### src/rtl/pwm_reg_bank_if.sv
// rtl/pwm_reg_bank_if.sv - register-file input and PWM output bundle for pwm_reg_bank
interface pwm_reg_bank_if #(
    parameter int REGCOUNT = 20,
    parameter int NUM_CH   = 8
);
    logic [8*REGCOUNT-1:0] registers_packed;
    logic [NUM_CH-1:0]     pwm_out;
    logic [NUM_CH-1:0]     period_wrap;
    logic                  tick;

    modport master (
        output registers_packed,
        input  pwm_out,
        input  period_wrap,
        input  tick
    );

    modport slave (
        input  registers_packed,
        output pwm_out,
        output period_wrap,
        output tick
    );
endinterface

### src/rtl/pwm_reg_bank.sv
// rtl/pwm_reg_bank.sv - multi-channel PWM driven by an I2C register file, shared prescaler
module pwm_reg_bank #(
    parameter int REGCOUNT = 20,
    parameter int NUM_CH   = 8
) (
    input  logic          clock,
    input  logic          reset,
    pwm_reg_bank_if.slave bus
);

    typedef enum logic {
        DISABLED = 1'b0,
        RUNNING  = 1'b1
    } ch_state_t;

    logic [NUM_CH-1:0] en_live;
    logic [7:0]        prescale;
    logic [7:0]        per_live  [NUM_CH];
    logic [7:0]        duty_live [NUM_CH];
    logic              unused_regs;

    assign en_live     = bus.registers_packed[NUM_CH-1:0];
    assign prescale    = bus.registers_packed[15:8];
    assign unused_regs = ^bus.registers_packed;

    for (genvar g = 0; g < NUM_CH; g++) begin : g_fields
        assign per_live[g]  = bus.registers_packed[8*(2+2*g) +: 8];
        assign duty_live[g] = bus.registers_packed[8*(3+2*g) +: 8];
    end

    logic [7:0]        pre_cnt, pre_cnt_nx;
    logic              tick_now;
    logic              tick_q;

    ch_state_t         state_q    [NUM_CH];
    ch_state_t         state_nx   [NUM_CH];
    logic [7:0]        cnt_q      [NUM_CH];
    logic [7:0]        cnt_nx     [NUM_CH];
    logic [7:0]        per_sh_q   [NUM_CH];
    logic [7:0]        per_sh_nx  [NUM_CH];
    logic [7:0]        duty_sh_q  [NUM_CH];
    logic [7:0]        duty_sh_nx [NUM_CH];
    logic [NUM_CH-1:0] pwm_q, pwm_nx;
    logic [NUM_CH-1:0] wrap_q, wrap_nx;
    logic [7:0]        cnt_cur;

    // ">=" rather than "==" so lowering P mid-count never waits out a full 8-bit wrap.
    always_comb begin
        tick_now   = (pre_cnt >= prescale);
        pre_cnt_nx = tick_now ? 8'd0 : pre_cnt + 8'd1;
    end

    always_comb begin
        cnt_cur = 8'd0;
        pwm_nx  = '0;
        wrap_nx = '0;
        for (int i = 0; i < NUM_CH; i++) begin
            state_nx[i]   = state_q[i];
            cnt_nx[i]     = cnt_q[i];
            per_sh_nx[i]  = per_sh_q[i];
            duty_sh_nx[i] = duty_sh_q[i];

            if (!en_live[i]) begin
                // Shadows track the live registers so enabling starts on fresh values.
                state_nx[i]   = DISABLED;
                cnt_nx[i]     = 8'd0;
                per_sh_nx[i]  = per_live[i];
                duty_sh_nx[i] = duty_live[i];
            end else begin
                state_nx[i] = RUNNING;
                cnt_cur     = (state_q[i] == DISABLED) ? 8'd0 : cnt_q[i];
                pwm_nx[i]   = (cnt_cur < duty_sh_q[i]);
                if (tick_now) begin
                    if (cnt_cur == per_sh_q[i]) begin
                        cnt_nx[i]     = 8'd0;
                        per_sh_nx[i]  = per_live[i];
                        duty_sh_nx[i] = duty_live[i];
                        wrap_nx[i]    = 1'b1;
                    end else begin
                        cnt_nx[i] = cnt_cur + 8'd1;
                    end
                end
            end
        end
    end

    always_ff @(posedge clock) begin
        if (reset) begin
            pre_cnt <= 8'd0;
            tick_q  <= 1'b0;
            pwm_q   <= '0;
            wrap_q  <= '0;
            for (int i = 0; i < NUM_CH; i++) begin
                state_q[i]   <= DISABLED;
                cnt_q[i]     <= 8'd0;
                per_sh_q[i]  <= 8'd0;
                duty_sh_q[i] <= 8'd0;
            end
        end else begin
            pre_cnt <= pre_cnt_nx;
            tick_q  <= tick_now;
            pwm_q   <= pwm_nx;
            wrap_q  <= wrap_nx;
            for (int i = 0; i < NUM_CH; i++) begin
                state_q[i]   <= state_nx[i];
                cnt_q[i]     <= cnt_nx[i];
                per_sh_q[i]  <= per_sh_nx[i];
                duty_sh_q[i] <= duty_sh_nx[i];
            end
        end
    end

    assign bus.pwm_out     = pwm_q;
    assign bus.period_wrap = wrap_q;
    assign bus.tick        = tick_q;

endmodule

### src/flat_wrapper.sv
// flat-port wrapper written by rule: the top's interface ports become plain ports
module pwm_reg_bank_flat 
#(
    parameter int REGCOUNT = 20,
    parameter int NUM_CH   = 8
)
  (clock, reset, bus_registers_packed, bus_pwm_out, bus_period_wrap, bus_tick);
  pwm_reg_bank_if #(.REGCOUNT(REGCOUNT), .NUM_CH(NUM_CH)) bus_i ();
  input  logic clock;
  input  logic reset;
  input wire logic [$bits(bus_i.registers_packed)-1:0] bus_registers_packed;
  output wire logic [$bits(bus_i.pwm_out)-1:0] bus_pwm_out;
  output wire logic [$bits(bus_i.period_wrap)-1:0] bus_period_wrap;
  output wire logic [$bits(bus_i.tick)-1:0] bus_tick;
  assign bus_i.registers_packed = bus_registers_packed;
  assign bus_pwm_out = bus_i.pwm_out;
  assign bus_period_wrap = bus_i.period_wrap;
  assign bus_tick = bus_i.tick;
  pwm_reg_bank #(.REGCOUNT(REGCOUNT), .NUM_CH(NUM_CH)) u_core (.clock(clock), .reset(reset), .bus(bus_i));
endmodule
### config.mk
export PLATFORM = sky130hd
export DESIGN_NAME = pwm_reg_bank_flat
export DESIGN_NICKNAME = d
export VERILOG_FILES = /design/src/rtl/pwm_reg_bank_if.sv /design/src/rtl/pwm_reg_bank.sv /design/src/flat_wrapper.sv
export SDC_FILE = /design/constraint.sdc
export NUM_CORES = 1
export LEC_CHECK = 0
export CORE_MARGIN = 5
export CORE_UTILIZATION = 57
export DETAILED_ROUTE_END_ITERATION = 12
export HOLD_SLACK_MARGIN = 0.1
export PLACE_DENSITY = 0.92
export SYNTH_ARGS = -nofsm -noshare
export SYNTH_HDL_FRONTEND = slang
export SYNTH_SLANG_ARGS = --single-unit
### constraint.sdc
create_clock -name clock -period 3.64 [get_ports clock]
set_input_delay 0.728 -clock clock [delete_from_list [all_inputs] [get_ports clock]]
set_output_delay 0.728 -clock clock [all_outputs]
set_load 0.01 [all_outputs]
---- Word level (Yosys, flattened, before mapping) ----
Memories as Yosys holds them, arrays and structs flattened.
Index checks and enable logic that the tools add are counted.
word-level totals
  register bits after elaboration ......... 25
  memory bits (writable) .................. 200
  input port bits ......................... 162
  output and inout port bits .............. 17
  word-level logic and storage cells ...... 237
  memories kept ........................... 4
operators by class
  $add $sub $neg .......................... 9
  $lt $le $gt $ge ......................... 9
  equality and inequality tests ........... 8
  mux-type cells .......................... 131
  bitwise gates (word level) .............. 41
  reduce and logical (&&, ||, !) cells .... 17
memory list
  memory            depth  bits a word  read ports  clocked after memory_dff  wr ports  RTL line            RTL
  u_core.cnt_q      8      8            8           0                         8         pwm_reg_bank.sv:37  logic [7:0] cnt_q [NUM_CH];
  u_core.duty_sh_q  8      8            8           0                         8         pwm_reg_bank.sv:41  logic [7:0] duty_sh_q [NUM_CH];
  u_core.per_sh_q   8      8            8           0                         8         pwm_reg_bank.sv:39  logic [7:0] per_sh_q [NUM_CH];
  u_core.state_q    8      1            8           0                         8         pwm_reg_bank.sv:35  ch_state_t state_q [NUM_CH];
operators with widths
  kind                                                           count
  8-bit two-way mux                                              104
  8-bit by 1-bit adder with 8-bit output, second input constant  9
  8-bit == test                                                  8
  8-bit less-than comparator                                     8
  1-bit bitwise OR                                               32
  1-bit two-way mux                                              27
  3-bit OR reduction                                             8
  2-bit OR reduction                                             9
  1-bit NOT                                                      9
  8-bit greater-or-equal comparator                              1

---- Logic depth before layout (Yosys ltp) ----
Gate-level depths: netlist (run 1).
  depth after elaboration ................. 6
  gate-level depth with buffers ........... 11
  depth with buffers taken out ............ 9

---- Worst setup path after synthesis (run 1) ----
Ideal clock, no wire load.
  kind .................................... in2reg
  start point ............................. in bus_registers_packed[8]
  end point ............................... mem u_core.cnt_q[4][2] (netlist: u_core.cnt_q[1][2])
  library setup time ...................... 0.128 ns
  data arrival time ....................... 2.732 ns
  data required time ...................... 3.512 ns
  slack ................................... 0.780 ns
  stages on the path ...................... 9
  path buffers ............................ 2
  cell sequence ........................... ha_1 -> nand2b_1 -> a2111o_1 -> a31oi_2 -> clkbuf_1 -> clkbuf_1 -> o21ai_0 -> a22oi_1 -> nor2_1
RTL lines
  what             RTL line            RTL
  start, declared  flat_wrapper.sv:11  input wire logic [$bits(bus_i.registers_packed)-1:0] bus_registers_packed;
  end, declared    pwm_reg_bank.sv:37

==> results.cfg, run 1 <==
[synth]
synthCells = 1787
synth_area_leader_cell = dfxtp_1
seq_area_frac_synth = 0.3196
async_flop_share = 0
synth_seq_cells = 225
syn_area_per_cell_um2 = 7.887
synth_cell_type_count = 45
netlist_area_um2 = 14090
netlist_top_cells_area = dfxtp_1, mux2i_1, ha_1
synth_top_area_frac = 0.3196
syn_nets = 2022
synth_edf_count = 0
yosysMostFrequentCell = dfxtp_1
ys_warn_count = 0
netlist_top_cells_count = dfxtp_1, nand2_1, inv_1
synth_flop_cell = dfxtp_1

[critical_path]
crit_type = in -> reg
cp-start-kind = primary input
end_kind = flop
crit_fanout = 8
critPathArrivalTime_ns = 3.39
worstPathRequired_ns = 4.03

[drt]
drtIter0Drc = 1008
routed_via_density = 6.082
first_pass_iters = 5
num_vias = 13344
drc = 0
routedWlPerCell_um = 16.49
ant_nets = 0
wl_um = 36170

[power_and_ir_drop]
powerDensity_nw_per_um2 = 376.6
p_leak_nw = 7.068
max-vdd-ir-drop_mv = 0.3405

[timing]
slew_violations = 0
fmax_mhz = 333.7
worstMarginPinSlew_ns = 1.013
rsz0062_at_grt = false
finalHoldViolCount = 0
relSlewSlack = 0.3228
finClkSkew_ns = 0.01966
timing.setup.tns_ns = 0
fin_crit_sh = 0.8234
setup_viol = 0
min_period_ns = 2.997

[clock_network]
clk_pin_slew_ns = 0.06
cts-root-buf = clkbuf_16
htree_levels = 1
hold_buffers = 0
cts-resized-gates = 0
cts_buffer_depth = 3
post_cts_buffers = 0
clk_latency_ns = 0.54
clock-sinks = 225
cts_tree = yes
numCtsBuffers = 26

[hold_path]
hold_class = reg -> reg

[global_routing]
antenna_found_initial = 1
grt.total_usage = 0.2477
grt_pass1_wl_um = 61000
gr-total-overflow = 0
grt_max_degree = 199
grt_pass1_vias = 13097

[final_layout]
fill_cells = 1819
nets = 2088
area_growth_pct = 18.46
postLayoutCellArea_um2 = 16700
drive_above_1_share = 0.05187
fin_cells = 2194
diodes = 0

[floorplan]
core_um2 = 24320
die-area_um2 = 27970
die_w_um = 167.3
start_util = 0.5796
ioPinCount = 179
rows = 57
die_h_um = 167.3

[place]
placed_cell_area_um2 = 15840
port-buffer-count = 162
dp.cells = 2149
dp.final_hpwl_um = 24060
gp_congestion = 0.8683

[outcome]
outcome = finished clean

[job]
cap_violations = 0
-- per-layer routing --
layer / global-route usage / part of all wire
met3: 0.04620 / 0.066
met4: 0.08186 / 0.027
met5: 0 / 0.00019
met1: 0.3056 / 0.42
met2: 0.4368 / 0.49
-- sequential cells by signal (all words and copies together) (netlist names) --
name / count
u_core.bus.period_wrap: 8
u_core.bus.tick: 1
u_core.cnt_q: 64
u_core.duty_sh_q: 64
u_core.per_sh_q: 64
u_core.state_q: 8
u_core.pre_cnt: 8
u_core.bus.pwm_out: 8
-- worst max-delay path, stage by stage --
cell and delay (ns):
clkdlybuf4s50_1 0.44, ha_1 0.33, nand2b_1 0.16, a2111o_1 0.47
a31o_2 0.41, a31oi_4 0.32, buf_4 0.25, mux2i_1 0.22
nor2_1 0.05
-- metrics by stage --
step                      total power, mW  utilization  hold WS (ns)  worst slack [ns]
after CTS                           6.317       0.6865        0.5019            0.6907
final                               6.288       0.6865        0.5008            0.6430
after global placement              3.637       0.6512        0.4759            0.2822
after detailed placement            3.689       0.6512        0.4871            0.1339
after floorplan                     3.342            -        0.4473            0.7801
after global routing                6.544       0.6865        0.5246            0.5172
-- report_power, final --
group	internal, mW	total, mW	switching, mW	leakage (nW)
registers	2.60	2.73	0.130	1.85
logic	0.452	0.928	0.476	4.80
clock network	1.56	2.63	1.07	0.427
-- cell type report --
type	instances	area (um^2)	area share
clock buffers	39	789.5	0.04729
clock inverters	6	70.07	0.004197
inverters	143	536.8	0.03215
multi-input cells	1268	8439	0.5055
flip-flops and latches	225	4504	0.2698
well taps	324	405.4	0.02428
repair buffers	189	1951	0.1168
-- worst paths after layout --
| check | slack [ns] | cells past startpoint | to | from |
|---|---|---|---|---|
| setup reg to reg | 0.73 | 5 | u_core.duty_sh_q[0][6] | u_core.state_q[0][0] |
| hold / removal | 0.50 | 2 | u_core.duty_sh_q[1][14] | u_core.duty_sh_q[1][14] |
| setup / recovery | 0.64 | 9 | u_core.per_sh_q[1][24] | bus_registers_packed[8] |
| hold reg to reg | 0.50 | 2 | u_core.duty_sh_q[1][14] | u_core.duty_sh_q[1][14] |
-- placed cells by master (no fill, tap or decap), types with 8 or more instances in the layout --
master / instances
a21oi_1: 72
nand4_1: 53
or4b_1: 16
a31o_2: 17
a31oi_1: 26
xnor2_1: 34
clkbuf_8: 9
xor2_1: 12
o311ai_0: 42
ha_1: 73
nor2_1: 120
dfxtp_1: 225
o21ai_0: 53
nand2_1: 154
clkdlybuf4s50_1: 161
nand3_1: 89
and3_1: 67
a21o_1: 16
and2_1: 56
clkbuf_16: 26
nor4bb_1: 28
mux2i_1: 112
nor3b_1: 16
inv_1: 142
nor3_1: 92
nand2b_1: 10
a211o_1: 8
buf_4: 17
a22oi_1: 58
buf_12: 10
-- cells by family (layout without fill, tap and decap cells) --
| group | Yosys count | in the layout | share of synthesized area |
|---|---|---|---|
| adders and majority gates | 73 | 73 | 0.06480 |
| DFF | 225 | 225 | 0.3196 |
| xor gates and xnor gates | 46 | 46 | 0.02858 |
| muxes | 112 | 112 | 0.07954 |
| and+or+nand+nor | 726 | 726 | 0.2727 |
| AOI/OAI and AO/OA | 311 | 311 | 0.1525 |
| buffers and inverters | 294 | 377 | 0.08229 |
(Power assumes the default switching activity.)
==> inputs of run 2 (changes only) <==
==> constraint.sdc (replaced) <==
create_clock -name clock -period 3 [get_ports clock]
set_input_delay 0.6 -clock clock [delete_from_list [all_inputs] [get_ports clock]]
set_output_delay 0.6 -clock clock [all_outputs]
set_load 0.01 [all_outputs]
==> run 2 against run 1 <==
Compared with the run above: first-iteration DRC count increased by 30%; clock-buffer cell count fell by 1; non-clock buffer count up 35; worst hold slack got worse by 0.0021 ns; highest routed layer unchanged; global-route usage up 0.58 points; flip-flop and latch count stayed put; clock skew is 0.011 ns higher; register-to-register slack lost 0.43 ns; via count grew 1.9%; power up 27%.
==> results.cfg, run 2 (synthesis gave the netlist of run 1 again) <==
[outcome]
outcome = finished clean

[final_layout]
utilization = 0.7022
final_common_cell = dfxtp_1
area_growth_pct = 21.15
fin_cells = 2230
largestRegisters = u_core.cnt_q (64), u_core.duty_sh_q (64), u_core.per_sh_q (64)
drive_above_1_share = 0.07030
nets = 2123
final_cell_mix = dfxtp_1, clkdlybuf4s50_1, nand2_1
diodes = 0

[global_routing]
grt_max_degree = 201
grt.total_usage = 0.2535
grt_pass1_wl_um = 62330
gr-total-overflow = 0
antenna_found_initial = 1
grt_pass1_vias = 13292

[floorplan]
rows = 57
ioPinCount = 179
die_w_um = 167.3
start_util = 0.5796
die_h_um = 167.3
core_um2 = 24320
die-area_um2 = 27970

[critical_path]
path_cells = clkdlybuf4s50_1, ha_1, nand2b_1, a2111o_1, a31o_2, a31oi_4, buf_12, mux2i_1, nor2_1
cp-start-kind = primary input
cp_top_family = compound AO/OA/AOI/OAI gates
cp_slowest_cell = a2111o_1
crit_type = in -> reg
crit_fanout = 15
path_buf_inv = 2
cp.depth = 9
end_kind = flop
critPathArrivalTime_ns = 3.11
worstPathRequired_ns = 3.39
slowest_delay_ns = 0.48
ff2ff_path_depth = 9

[timing]
rsz0062_at_grt = false
finalHoldViolCount = 0
slew_violations = 0
relSlewSlack = 0.4106
timing.setup.tns_ns = 0
fmax_mhz = 368.0
min_period_ns = 2.718
fin_crit_sh = 0.9059
finClkSkew_ns = 0.03048
setup_viol = 0
worstMarginPinSlew_ns = 0.8842

[drt]
wl_um = 37300
num_vias = 13591
drtIter0Drc = 1307
first_pass_iters = 5
ant_nets = 0
routed_via_density = 6.095
routedWlPerCell_um = 16.73
drc = 0

[power_and_ir_drop]
max-vdd-ir-drop_mv = 0.4841
powerDensity_nw_per_um2 = 466.5
p_leak_nw = 7.267

[clock_network]
clk_pin_slew_ns = 0.06
cts_tree = yes
htree_levels = 1
post_cts_buffers = 0
cts_buffer_depth = 3
hold_buffers = 0
clk_latency_ns = 0.56
numCtsBuffers = 26
clock-sinks = 225
cts-root-buf = clkbuf_16
cts-resized-gates = 0

[job]
cap_violations = 0

[place]
dp.final_hpwl_um = 24850
dp.cells = 2184
port-buffer-count = 162
gp_congestion = 0.8660

[hold_path]
hold_class = reg -> reg
whs_path_depth = 2
## run 2: power breakdown
part,total [mW],internal (mW),switching (mW)
Combinational,1.15,0.565,0.583
Sequential,3.32,3.15,0.164
Clock,3.50,2.17,1.34
Total,7.97,5.88,2.08
## run 2: metrics by stage
step / cell area (um^2) / worst slack (ns) / hold WS [ns] / total power, mW
global placement: 16110 / -0.1177 / 0.4750 / 4.431
detailed placement: 16110 / -0.1832 / 0.4884 / 4.493
CTS: 17080 / 0.3334 / 0.5031 / 8.006
floorplan: 14090 / 0.2681 / 0.4473 / 4.055
global route: 17080 / 0.1667 / 0.5305 / 8.269
finish: 17080 / 0.2823 / 0.4987 / 7.966
## run 2: worst paths after layout
path | slack [ns] | to | startpoint
worst max-delay path | 0.28 | u_core.per_sh_q[0][30] | bus_registers_packed[8]
worst max register to register | 0.30 | u_core.per_sh_q[0][30] | u_core.pre_cnt[0]
worst min-delay path | 0.50 | u_core.duty_sh_q[1][24] | u_core.duty_sh_q[1][24]
worst min register to register | 0.50 | u_core.duty_sh_q[1][24] | u_core.duty_sh_q[1][24]
## run 2: tightest hold or removal path, stage by stage (launching register included)
cell and delay, ns:
dfxtp_1 0.32, mux2i_1 0.07, nor2_1 0.07
## run 2: final cells by class
type	instances	area (um^2)
Clock buffer	38	785.8
Clock inverter	8	178.9
Fill cell	1747	7243
Inverter	143	536.8
Multi-Input combinational cell	1268	8439
Sequential cell	225	4504
Tap cell	324	405.4
Timing Repair Buffer	224	2226
## run 2: per-layer routing
layer	up-vias	track usage	wire, um	share of wire
met5	-	0	8	0.00021
met4	2	0.07833	1033	0.028
met3	96	0.04738	2628	0.070
met2	556	0.4382	18250	0.49
met1	6367	0.3223	15380	0.41
li1	6570	-	-	-
==> inputs of run 3 (changes only) <==
--- a/config.mk
+++ b/config.mk
@@ -6,10 +6,11 @@
 export NUM_CORES = 1
 export LEC_CHECK = 0
 export CORE_MARGIN = 5
-export CORE_UTILIZATION = 57
+export CORE_UTILIZATION = 60
+export CTS_CLUSTER_SIZE = 10
 export DETAILED_ROUTE_END_ITERATION = 12
 export HOLD_SLACK_MARGIN = 0.1
-export PLACE_DENSITY = 0.92
+export PLACE_DENSITY = 0.95
 export SYNTH_ARGS = -nofsm -noshare
 export SYNTH_HDL_FRONTEND = slang
 export SYNTH_SLANG_ARGS = --single-unit
==> constraint.sdc (replaced) <==
create_clock -name clock -period 3.5 [get_ports clock]
set_input_delay 0.7 -clock clock [delete_from_list [all_inputs] [get_ports clock]]
set_output_delay 0.7 -clock clock [all_outputs]
set_load 0.01 [all_outputs]
==> run 3 against run 2 <==
Compared with the run above: clock power fell by 28%; power fell by 20%; sequential share of layout area rose by 0.71 points; non-clock buffer count fell by 31; combinational power fell by 15%; first-iteration DRC count fell by 0.84%; critical endpoint is now u_core.duty_sh_q[0][30]; routed wire length fell by 1.5%; register-to-register slack improved by 0.40 ns; via count barely moved.
==> results.cfg, run 3 (synthesis gave the netlist of run 1 again) <==
[outcome]
outcome = finished clean

[critical_path]
critPathArrivalTime_ns = 3.37
worstPathRequired_ns = 3.88
path_buf_inv = 3
cp-start-kind = primary input
crit_fanout = 15
worst-r2r-setup-slack_ns = 0.70
end_kind = flop
cp_top_family = compound AO/OA/AOI/OAI gates
cp_slowest_cell = a31o_2
crit_type = in -> reg
slowest_delay_ns = 0.56
path_cells = clkdlybuf4s50_1, inv_1, ha_1, nand2_1, o21ai_0, a31o_2, a31oi_4, buf_12, mux2i_1, nor2_1

[timing]
fmax_mhz = 334.0
fin_crit_sh = 0.8555
finalHoldViolCount = 0
min_period_ns = 2.994
worstMarginPinSlew_ns = 0.9818
relSlewSlack = 0.3434
timing.setup.tns_ns = 0
rsz0062_at_grt = false
finClkSkew_ns = 0.01149
setup_viol = 0
slew_violations = 0

[clock_network]
clock-sinks = 225
cts-resized-gates = 0
numCtsBuffers = 27
hold_buffers = 0
cts-root-buf = clkbuf_16
clk_latency_ns = 0.53
cts_tree = yes
htree_levels = 1
cts_buffer_depth = 3
clk_pin_slew_ns = 0.06
post_cts_buffers = 0

[drt]
drtIter0Drc = 1296
routedWlPerCell_um = 16.83
ant_nets = 0
routed_via_density = 6.218
num_vias = 13580
drc = 0
first_pass_iters = 6
wl_um = 36760

[final_layout]
nets = 2093
postLayoutCellArea_um2 = 16630
final_cell_mix = dfxtp_1, clkdlybuf4s50_1, nand2_1
diodes = 0
area_growth_pct = 17.96
final_common_cell = dfxtp_1
largestRegisters = u_core.cnt_q (64), u_core.duty_sh_q (64), u_core.per_sh_q (64)
drive_above_1_share = 0.05040

[power_and_ir_drop]
max-vdd-ir-drop_mv = 0.3494
p_leak_nw = 7.036
powerDensity_nw_per_um2 = 381.4

[place]
dp.final_hpwl_um = 24860
placed_cell_area_um2 = 15860
gp_congestion = 0.8602
port-buffer-count = 162

[global_routing]
grt_pass1_wl_um = 61180
antenna_found_initial = 3
grt_pass1_vias = 13157
gr-total-overflow = 0
grt.total_usage = 0.2665
grt_max_degree = 156

[floorplan]
die_h_um = 163.3
die_w_um = 163.3
rows = 56
core_um2 = 23330
ioPinCount = 179
die-area_um2 = 26660
start_util = 0.6041

[job]
cap_violations = 0

[hold_path]
hold_class = reg -> reg
[run 3: cell count changes in the layout (fill, tap and decap cells not counted), sizes merged]
| cell | previous run | this run |
|---|---|---|
| clkinv | 3 | 1 |
| inv | 143 | 144 |
| buf | 63 | 32 |
| clkinvlp | 1 | 0 |
| clkbuf | 38 | 34 |
| bufinv | 4 | 0 |
[run 3: where the power goes]
group          total, mW  internal, mW  switching [mW]
Combinational      0.982         0.482           0.500
Sequential          2.84          2.70           0.140
Clock               2.52          1.48            1.04
Total               6.34          4.66            1.68
[run 3: final timing paths]
check,startpoint,end,cells past startpoint
worst min-delay path,u_core.duty_sh_q[1][11],u_core.duty_sh_q[1][11],2
worst min register to register,u_core.duty_sh_q[1][11],u_core.duty_sh_q[1][11],2
worst max-delay path,bus_registers_packed[15],u_core.duty_sh_q[0][30],10
worst max register to register,u_core.pre_cnt[0],u_core.duty_sh_q[0][30],9
[run 3: final cells by class]
type	count	area [um^2]
Clock inverter	2	13.76
Timing Repair Buffer	193	1981
Multi-Input combinational cell	1268	8439
Clock buffer	34	752.0
Fill cell	1682	6706
Inverter	143	536.8
Sequential cell	225	4504
Tap cell	319	399.1
[run 3: tightest hold or removal path, cell delays in order, from the launching register on]
cell and delay (ns):
dfxtp_1 0.33, mux2i_1 0.07, nor2_1 0.07
[run 3: through the flow]
stage                     std cells  worst slack, ns  utilization  hold WS [ns]  total power [mW]
after floorplan                1787           0.6681            -        0.4473             3.476
after global placement         2148           0.1926       0.6798        0.4767             3.794
after detailed placement       2148          0.09947       0.6798        0.4859             3.853
after CTS                      2184           0.5837       0.7126        0.4987             6.371
after global routing           2184           0.4089       0.7126        0.5314             6.608
final                          2184           0.5056       0.7126        0.4999             6.342
[run 3: metal layers]
| layer | up-vias | track usage | wire (um) |
|---|---|---|---|
| met2 | 552 | 0.4675 | 17950 |
| met4 | 6 | 0.08654 | 1103 |
| li1 | 6491 | - | - |
| met3 | 107 | 0.04315 | 2560 |
| met1 | 6424 | 0.3348 | 15110 |
| met5 | - | 0 | 39 |
